### src/rtl/ddr3_iod_ctrl_pkg.sv
// Shared types for the DDR3 RESET_N IOD controller: sequencer/delay state encodings and tap type.
package ddr3_iod_ctrl_pkg;

   localparam int unsigned TapW = 8;
   typedef logic [TapW-1:0] tap_t;

   typedef enum logic [2:0] {
      SeqIdle,
      SeqSync,
      SeqHoldLow,
      SeqWaitCke,
      SeqDone
   } seq_state_e;

   typedef enum logic [1:0] {
      DlyOff,
      DlyInit,
      DlyIdle,
      DlyStep
   } dly_state_e;

   function automatic int unsigned max3(input int unsigned a, input int unsigned b,
                                        input int unsigned c);
      int unsigned m;
      m = (a > b) ? a : b;
      return (m > c) ? m : c;
   endfunction

endpackage

### src/rtl/ddr3_dly_stepper.sv
// Delay-line stepper for the RESET_N IOD: reloads the line once, then walks it one tap at a
// time toward a requested absolute tap, aborting on the IOD out-of-range flag.
module ddr3_dly_stepper
   import ddr3_iod_ctrl_pkg::*;
#(
   parameter int unsigned TAP_W   = 8,
   parameter int unsigned MAX_TAP = 255
) (
   input  logic             clk_i,
   input  logic             rst_ni,
   input  logic             en_i,
   input  logic             req_valid_i,
   input  logic [TAP_W-1:0] req_tap_i,
   input  logic             oor_i,
   output logic             req_ready_o,
   output logic [TAP_W-1:0] cur_tap_o,
   output logic             err_o,
   output logic             load_o,
   output logic             move_o,
   output logic             dir_o,
   output logic             busy_o
);

   localparam logic [TAP_W-1:0] MaxTap = TAP_W'(MAX_TAP);
   localparam logic [TAP_W-1:0] LoadTap = TAP_W'(1);

   dly_state_e       st_q, st_d;
   logic [TAP_W-1:0] tap_q, tap_d;
   logic [TAP_W-1:0] tgt_q, tgt_d;
   logic [TAP_W-1:0] req_clamp;
   logic             ready_q, ready_d;
   logic             err_q, err_d;
   logic             load_q, load_d;
   logic             move_q, move_d;
   logic             dir_q, dir_d;

   assign req_clamp = (req_tap_i > MaxTap) ? MaxTap : req_tap_i;

   always_comb begin
      st_d   = st_q;
      tap_d  = tap_q;
      tgt_d  = tgt_q;
      dir_d  = dir_q;
      load_d = 1'b0;
      move_d = 1'b0;
      err_d  = err_q | oor_i;
      unique case (st_q)
         DlyOff: begin
            if (en_i) begin
               st_d   = DlyInit;
               load_d = 1'b1;
            end
         end
         DlyInit: begin
            st_d  = DlyIdle;
            tap_d = LoadTap;
         end
         DlyIdle: begin
            if (req_valid_i && ready_q) begin
               st_d  = DlyStep;
               tgt_d = req_clamp;
               // Direction is settled here, one cycle ahead of the first MOVE.
               if (req_clamp != tap_q) dir_d = (req_clamp > tap_q);
            end
         end
         DlyStep: begin
            if (oor_i) begin
               st_d = DlyIdle;
            end else if (move_q) begin
               if (tap_q == tgt_q) st_d = DlyIdle;
            end else if (tap_q == tgt_q) begin
               st_d = DlyIdle;
            end else begin
               move_d = 1'b1;
               tap_d  = dir_q ? tap_q + 1'b1 : tap_q - 1'b1;
            end
         end
         default: st_d = DlyOff;
      endcase
      ready_d = (st_d == DlyIdle);
   end

   always_ff @(posedge clk_i or negedge rst_ni) begin
      if (!rst_ni) begin
         st_q    <= DlyOff;
         tap_q   <= LoadTap;
         tgt_q   <= LoadTap;
         ready_q <= 1'b0;
         err_q   <= 1'b0;
         load_q  <= 1'b0;
         move_q  <= 1'b0;
         dir_q   <= 1'b0;
      end else begin
         st_q    <= st_d;
         tap_q   <= tap_d;
         tgt_q   <= tgt_d;
         ready_q <= ready_d;
         err_q   <= err_d;
         load_q  <= load_d;
         move_q  <= move_d;
         dir_q   <= dir_d;
      end
   end

   assign req_ready_o = ready_q;
   assign cur_tap_o   = tap_q;
   assign err_o       = err_q;
   assign load_o      = load_q;
   assign move_o      = move_q;
   assign dir_o       = dir_q;
   assign busy_o      = (st_q == DlyStep);

endmodule

### src/rtl/ddr3_reset_n_iod_ctrl.sv
// DDR3 RESET_N IOD controller: runs the JEDEC power-up timing on the pin and hands the
// output delay line to the tap stepper once the TX gearing is out of sync reset.
module ddr3_reset_n_iod_ctrl
   import ddr3_iod_ctrl_pkg::*;
#(
   parameter int unsigned SYNC_RST_CYC  = 8,
   parameter int unsigned T_RST_LOW_CYC = 40000,
   parameter int unsigned T_CKE_CYC     = 100000,
   parameter int unsigned TAP_W         = 8,
   parameter int unsigned MAX_TAP       = 255
) (
   input  logic             FAB_CLK,
   input  logic             ARST_N,
   input  logic             init_start,
   output logic             init_done,
   input  logic             rst_force,
   input  logic             dly_req_valid,
   input  logic [TAP_W-1:0] dly_req_tap,
   output logic             dly_req_ready,
   output logic [TAP_W-1:0] dly_cur_tap,
   output logic             dly_err,
   output logic [3:0]       TX_DATA_0,
   output logic [3:0]       OE_DATA_0,
   output logic             ODT_EN_0,
   output logic             TX_SYNC_RST,
   output logic             DELAY_LINE_LOAD_0,
   output logic             DELAY_LINE_MOVE_0,
   output logic             DELAY_LINE_DIRECTION_0,
   input  logic             DELAY_LINE_OUT_OF_RANGE_0
);

   localparam int unsigned CntW = $clog2(max3(SYNC_RST_CYC, T_RST_LOW_CYC, T_CKE_CYC)) + 1;

   seq_state_e      seq_q, seq_d;
   logic [CntW-1:0] cnt_q, cnt_d;
   logic            tx_q, tx_d;
   logic            sync_rst_q, sync_rst_d;
   logic            done_q, done_d;
   logic            dly_en;
   logic            dly_busy;

   always_comb begin
      seq_d      = seq_q;
      cnt_d      = (cnt_q == '1) ? cnt_q : cnt_q + 1'b1;
      tx_d       = tx_q;
      sync_rst_d = sync_rst_q;
      done_d     = done_q;
      unique case (seq_q)
         SeqIdle: begin
            cnt_d = '0;
            if (init_start) seq_d = SeqSync;
         end
         SeqSync: begin
            if (cnt_q == CntW'(SYNC_RST_CYC - 1)) begin
               seq_d      = SeqHoldLow;
               cnt_d      = '0;
               sync_rst_d = 1'b0;
            end
         end
         SeqHoldLow: begin
            // Releasing the pin waits out any in-flight delay-line step.
            if (cnt_q >= CntW'(T_RST_LOW_CYC - 1) && !dly_busy) begin
               seq_d = SeqWaitCke;
               cnt_d = '0;
               tx_d  = 1'b1;
            end
         end
         SeqWaitCke: begin
            if (cnt_q == CntW'(T_CKE_CYC - 1)) begin
               seq_d  = SeqDone;
               done_d = 1'b1;
            end
         end
         SeqDone: cnt_d = cnt_q;
         default: seq_d = SeqIdle;
      endcase
      // Forced reset has pin priority over everything past the gearing sync.
      if (rst_force && seq_q != SeqIdle && seq_q != SeqSync) begin
         seq_d  = SeqHoldLow;
         cnt_d  = '0;
         tx_d   = 1'b0;
         done_d = 1'b0;
      end
   end

   always_ff @(posedge FAB_CLK or negedge ARST_N) begin
      if (!ARST_N) begin
         seq_q      <= SeqIdle;
         cnt_q      <= '0;
         tx_q       <= 1'b0;
         sync_rst_q <= 1'b1;
         done_q     <= 1'b0;
      end else begin
         seq_q      <= seq_d;
         cnt_q      <= cnt_d;
         tx_q       <= tx_d;
         sync_rst_q <= sync_rst_d;
         done_q     <= done_d;
      end
   end

   assign dly_en = (seq_q == SeqHoldLow) || (seq_q == SeqWaitCke) || (seq_q == SeqDone);

   ddr3_dly_stepper #(
      .TAP_W   (TAP_W),
      .MAX_TAP (MAX_TAP)
   ) u_stepper (
      .clk_i       (FAB_CLK),
      .rst_ni      (ARST_N),
      .en_i        (dly_en),
      .req_valid_i (dly_req_valid),
      .req_tap_i   (dly_req_tap),
      .oor_i       (DELAY_LINE_OUT_OF_RANGE_0),
      .req_ready_o (dly_req_ready),
      .cur_tap_o   (dly_cur_tap),
      .err_o       (dly_err),
      .load_o      (DELAY_LINE_LOAD_0),
      .move_o      (DELAY_LINE_MOVE_0),
      .dir_o       (DELAY_LINE_DIRECTION_0),
      .busy_o      (dly_busy)
   );

   assign TX_DATA_0   = {4{tx_q}};
   assign OE_DATA_0   = 4'hF;
   assign ODT_EN_0    = 1'b0;
   assign TX_SYNC_RST = sync_rst_q;
   assign init_done   = done_q;

endmodule
### config.mk
export PLATFORM = sky130hd
export DESIGN_NAME = ddr3_reset_n_iod_ctrl
export DESIGN_NICKNAME = d
export VERILOG_FILES = /design/src/rtl/ddr3_iod_ctrl_pkg.sv /design/src/rtl/ddr3_dly_stepper.sv /design/src/rtl/ddr3_reset_n_iod_ctrl.sv
export SDC_FILE = /design/constraint.sdc
export NUM_CORES = 1
export LEC_CHECK = 0
export BUFFER_PORTS_ARGS = -buffer_cell sky130_fd_sc_hd__buf_2
export CELL_PAD_IN_SITES_DETAIL_PLACEMENT = 1
export CELL_PAD_IN_SITES_GLOBAL_PLACEMENT = 1
export CORE_ASPECT_RATIO = 1.4
export CORE_MARGIN = 2
export CORE_UTILIZATION = 44
export DETAILED_ROUTE_END_ITERATION = 8
export PLACE_DENSITY_LB_ADDON = 0.1
export SLEW_MARGIN = 0
export SYNTH_ARGS = -nofsm -noshare
export SYNTH_HDL_FRONTEND = slang
export SYNTH_SLANG_ARGS = --single-unit
### constraint.sdc
create_clock -name FAB_CLK -period 2.47 [get_ports FAB_CLK]
set_input_delay 0.1235 -clock FAB_CLK [delete_from_list [all_inputs] [get_ports FAB_CLK]]
set_output_delay 0.1235 -clock FAB_CLK [all_outputs]
set_load 0.03 [all_outputs]
==> reports/summary.md <==
• **CP endpoint** cnt_q[10]$_DFFE_PN0P_
• **path category of the worst min-delay check** in -> reg
• **origin of the critical flop-to-flop path** cnt_q[5]$_DFFE_PN0P_
• **overall overflow remaining after global route** 0
• **count of buffer and inverter cells on the critical path** 1
• **time the final worst path needs with I/O delays and setup** 2311 ps
• **R2R Setup Slk** 160 ps
• **share of synthesized flip-flops with an asynchronous set or reset** 1.000
• **remaining antenna violation count after routing** 0
• **Max Root-Sink Buffers** 2
• **Distinct cells, synth** 53
• **final hold violations** 0
• **Critical Path RT** 2640 ps
• **initial antenna violation count** 0
• **number of global-route vias before repair** 2652
• **Overall Global Routing Usage** 0.2144
• **average cell area after synthesis** 9.186 um2
• **critical path class** reg -> reg
• **clk sink count** 47
• **source of the critical timing path** cnt_q[5]$_DFFE_PN0P_
• **share of power burned in the clock network** 0.156
• **number of instances in the synthesized netlist** 322
• **share of cells above drive strength 1** 0.2051
• **total chip power** 3.661 mW
• **fraction of the yosys area taken by sequential cells** 0.3989
• **filler cell count** 775
• **area growth from synthesis to final layout** 11.63%
• **flip-flop and latch count after synthesis** 47
• **Setup Buffers After CTS** 0
• **switching part of the total power** 0.4247
• **reported leakage power** 1.564 nW
• **share of the core filled with cells** 0.5060
• **most used flip-flop cell after synthesis** dfrtp_1
• **vertical extent of the die** 101.0 um
• **pin slew with the least headroom to its limit** 995.2 ps
• **internal power** 2.106 mW
• **Port-buffer cells** 32
• **setup repair after global routing missed its margin** no
• **delay-heaviest family, CP** simple AND/OR/NAND/NOR gates
• **total iterations of the first detailed-routing run** 4
• **cell types with the largest area share after synthesis** dfrtp_1, ha_1, xnor2_1, nor2_1, nand2_1
• **horizontal die dimension** 73.30 um
• **kind of end point of the critical path** register
• **critical path peak fanout** 10
• **TritonCTS buffer count** 5
• **initial DRC count** 74
• **number of enable flip-flop cells after synthesis** 0
• **post-route insts no fill** 430
• **setup violators final** 0
• **area taken by flip-flops and latches** 0.001180 mm2
• **total power per unit cell area** 1109 mW/mm2
• **I/O pins** 38
• **clock root buffer master** clkbuf_8
• **sum of negative setup slack** 0 ps
• **reg-to-reg critical path endpoint** cnt_q[10]$_DFFE_PN0P_
• **via total after detailed routing** 2479
• **Initial Util** 0.4533
• **Post-DP HPWL** 5813 um
• **TritonCTS clock tree** yes
• **delay contributed by the slowest stage of the critical path** 520 ps
• **combinational share of power** 0.519
• **clk_lat worst skew** 300 ps
• **Final Routed Wirelength** 7369 um
• **GPL Wtd Cong** 0.8529
• **largest net degree at the start of global routing** 33
• **number of placed instances with taps included** 421
• **outcome** finished, final reports clean
• **CP cell instances** or4_1 -> nor3_2 -> nand4_2 -> a32oi_4 -> buf_4 -> nor3_1
• **net total in the final layout** 385
• **Core Rows** 35
• **wire length of the first global-routing pass** 12340 um
• **vias per inst** 5.765
• **worst-case clock skew** 11.25 ps
• **worst supply voltage drop on vdd** 0.0004196 V
• **total area of multi-input combinational cells** 0.001600 mm2
• **critical path depth** 6
• **largest area contributor in the synthesized netlist** dfrtp_1
• **count of max-cap constraint violations** 0
• **fraction of the cycle the final worst path needs** 0.9356
• **CTS H-tree lvls** 2
• **portion of synthesized cell area occupied by the leading cell type** 0.3723
• **Worst-path clk slew** 100 ps
• **synthesized area** 0.002958 mm2
• **cells on worst reg2reg path** 6
• **antenna cells** 0
• **full die area** 0.007404 mm2
• **Yosys Warn Count** 0
• **startpoint types** register
• **Final Max Tran Viols** 0
• **slowest cell on the critical path** or4_1
• **upper clock frequency limit** 0.4327 GHz
• **net switching power figure** 1.555 mW
• **Slew Limit Headroom** 0.3334
• **data arrival at the endpoint of the critical path** 2480 ps
• **proportion of power drawn by flip-flops and latches** 0.326
• **DRC violation count after routing** 0
• **post-DR wirelength/cell** 17.14 um
• **CORE AREA** 0.006525 mm2
layout by cell type, fill, tap and decap left out, drive strengths merged, types with 11 or more instances in the layout:
cell,count
nor2,36
o21ai,11
nand4,13
dfrtp,44
ha,15
buf,43
a21oi,15
xnor2,16
xor2,11
inv,17
nand2,27
nand3,14
state kept, by name, summed over array words and instances (netlist names):
register and count:
tx_q 1, u_stepper.cur_tap_o 8, seq_q 3, u_stepper.req_ready_o 1, u_stepper.load_o 1, u_stepper.err_o 1, u_stepper.dir_o 1, u_stepper.move_o 1
init_done 1, TX_SYNC_RST 1, cnt_q 18, u_stepper.st_q 2, u_stepper.tgt_q 8
power by group through the flow:
stage | Sequential (mW) | Combinational (mW) | Clock [mW]
global route | 1.22 | 2.14 | 0.626
finish | 1.19 | 1.90 | 0.571
detailed placement | 1.21 | 1.92 | 0
floorplan | 1.30 | 1.29 | 0
CTS | 1.19 | 1.92 | 0.600
global placement | 1.20 | 1.87 | 0
cells in the mapped netlist (3+ instances only):
master    number
buf_4         10
nand3_1       14
nor2_1        36
mux2i_1        3
nand4_1       12
mux2_2         7
a31oi_1        3
and4_1         4
nor3_1         6
nand2_1       27
a31o_2         5
ha_1          15
clkbuf_1       8
dfrtp_1       44
xnor2_1       16
xor2_1        11
dfstp_2        3
o22ai_1        7
inv_1         17
nor4_1         6
a21oi_1       14
o21ai_0       11
o211ai_1       3
a21o_1         5
metal layers:
metal | track usage | share of wire
met1 | 0.2314 | 0.40
met3 | 0.02500 | 0.021
met4 | 0.06853 | 0.013
met5 | 0 | 0
met2 | 0.4193 | 0.57
repair_timing:
action	CTS	global route
hold buffers	1	0
gates resized for setup	0	1
setup endpoints to repair	0	1
hold endpoints to repair	14	0
through the flow:
stage / hold slack (ps) / worst slack, ps / cell area [um2]
6_report: 61.09 / 159.1 / 3302
5_1_grt: 49.25 / 28.30 / 3302
4_1_cts: 48.47 / 79.37 / 3302
3_5_place_dp: 71.79 / 105.6 / 3179
3_3_place_gp: 64.14 / 149.0 / 3179
2_1_floorplan: -172.1 / 237.9 / 2969
worst register-to-register path, cell delays in order (launching register included):
cell	delay, ps
dfrtp_1	480
or4_1	520
nor3_2	180
nand4_2	240
a32oi_4	450
buf_4	240
nor3_1	70
worst min path at each step:
stage / start / end / slack (ps) / depth (start not counted)
floorplan: ARST_N / cnt_q[0]$_DFFE_PN0P_ / -170 / 0
global placement: ARST_N / u_stepper.tgt_q[2]$_DFFE_PN0P_ / 60 / 1
detailed placement: ARST_N / u_stepper.tgt_q[2]$_DFFE_PN0P_ / 70 / 1
CTS: DELAY_LINE_OUT_OF_RANGE_0 / u_stepper.err_o$_DFF_PN0_ / 50 / 2
global route: DELAY_LINE_OUT_OF_RANGE_0 / u_stepper.err_o$_DFF_PN0_ / 50 / 2
finish: DELAY_LINE_OUT_OF_RANGE_0 / u_stepper.err_o$_DFF_PN0_ / 60 / 2
final cells by class:
cell class | count | area share
multi-input combinational | 240 | 0.4847
sequential | 47 | 0.3573
timing repair buffer | 44 | 0.07654
tap | 74 | 0.02804
clock buffer | 5 | 0.02084
inverter | 17 | 0.01933
clock inverter | 3 | 0.01326
cells by family (layout without fill, tap and decap cells):
group / count (synthesis) / count (layout) / synth area share
XOR/XNOR: 27 / 27 / 0.07995
AND/OR/NAND/NOR: 123 / 123 / 0.2098
adder cells (fa/ha/maj): 16 / 16 / 0.07022
buffers and inverters: 38 / 69 / 0.06387
multiplexers: 10 / 10 / 0.03680
AO/OA/AOI/OAI: 59 / 59 / 0.1379
flip-flops: 47 / 47 / 0.3989
other: 2 / 5 / 0.002539
Power figures use the tool's default switching activity.
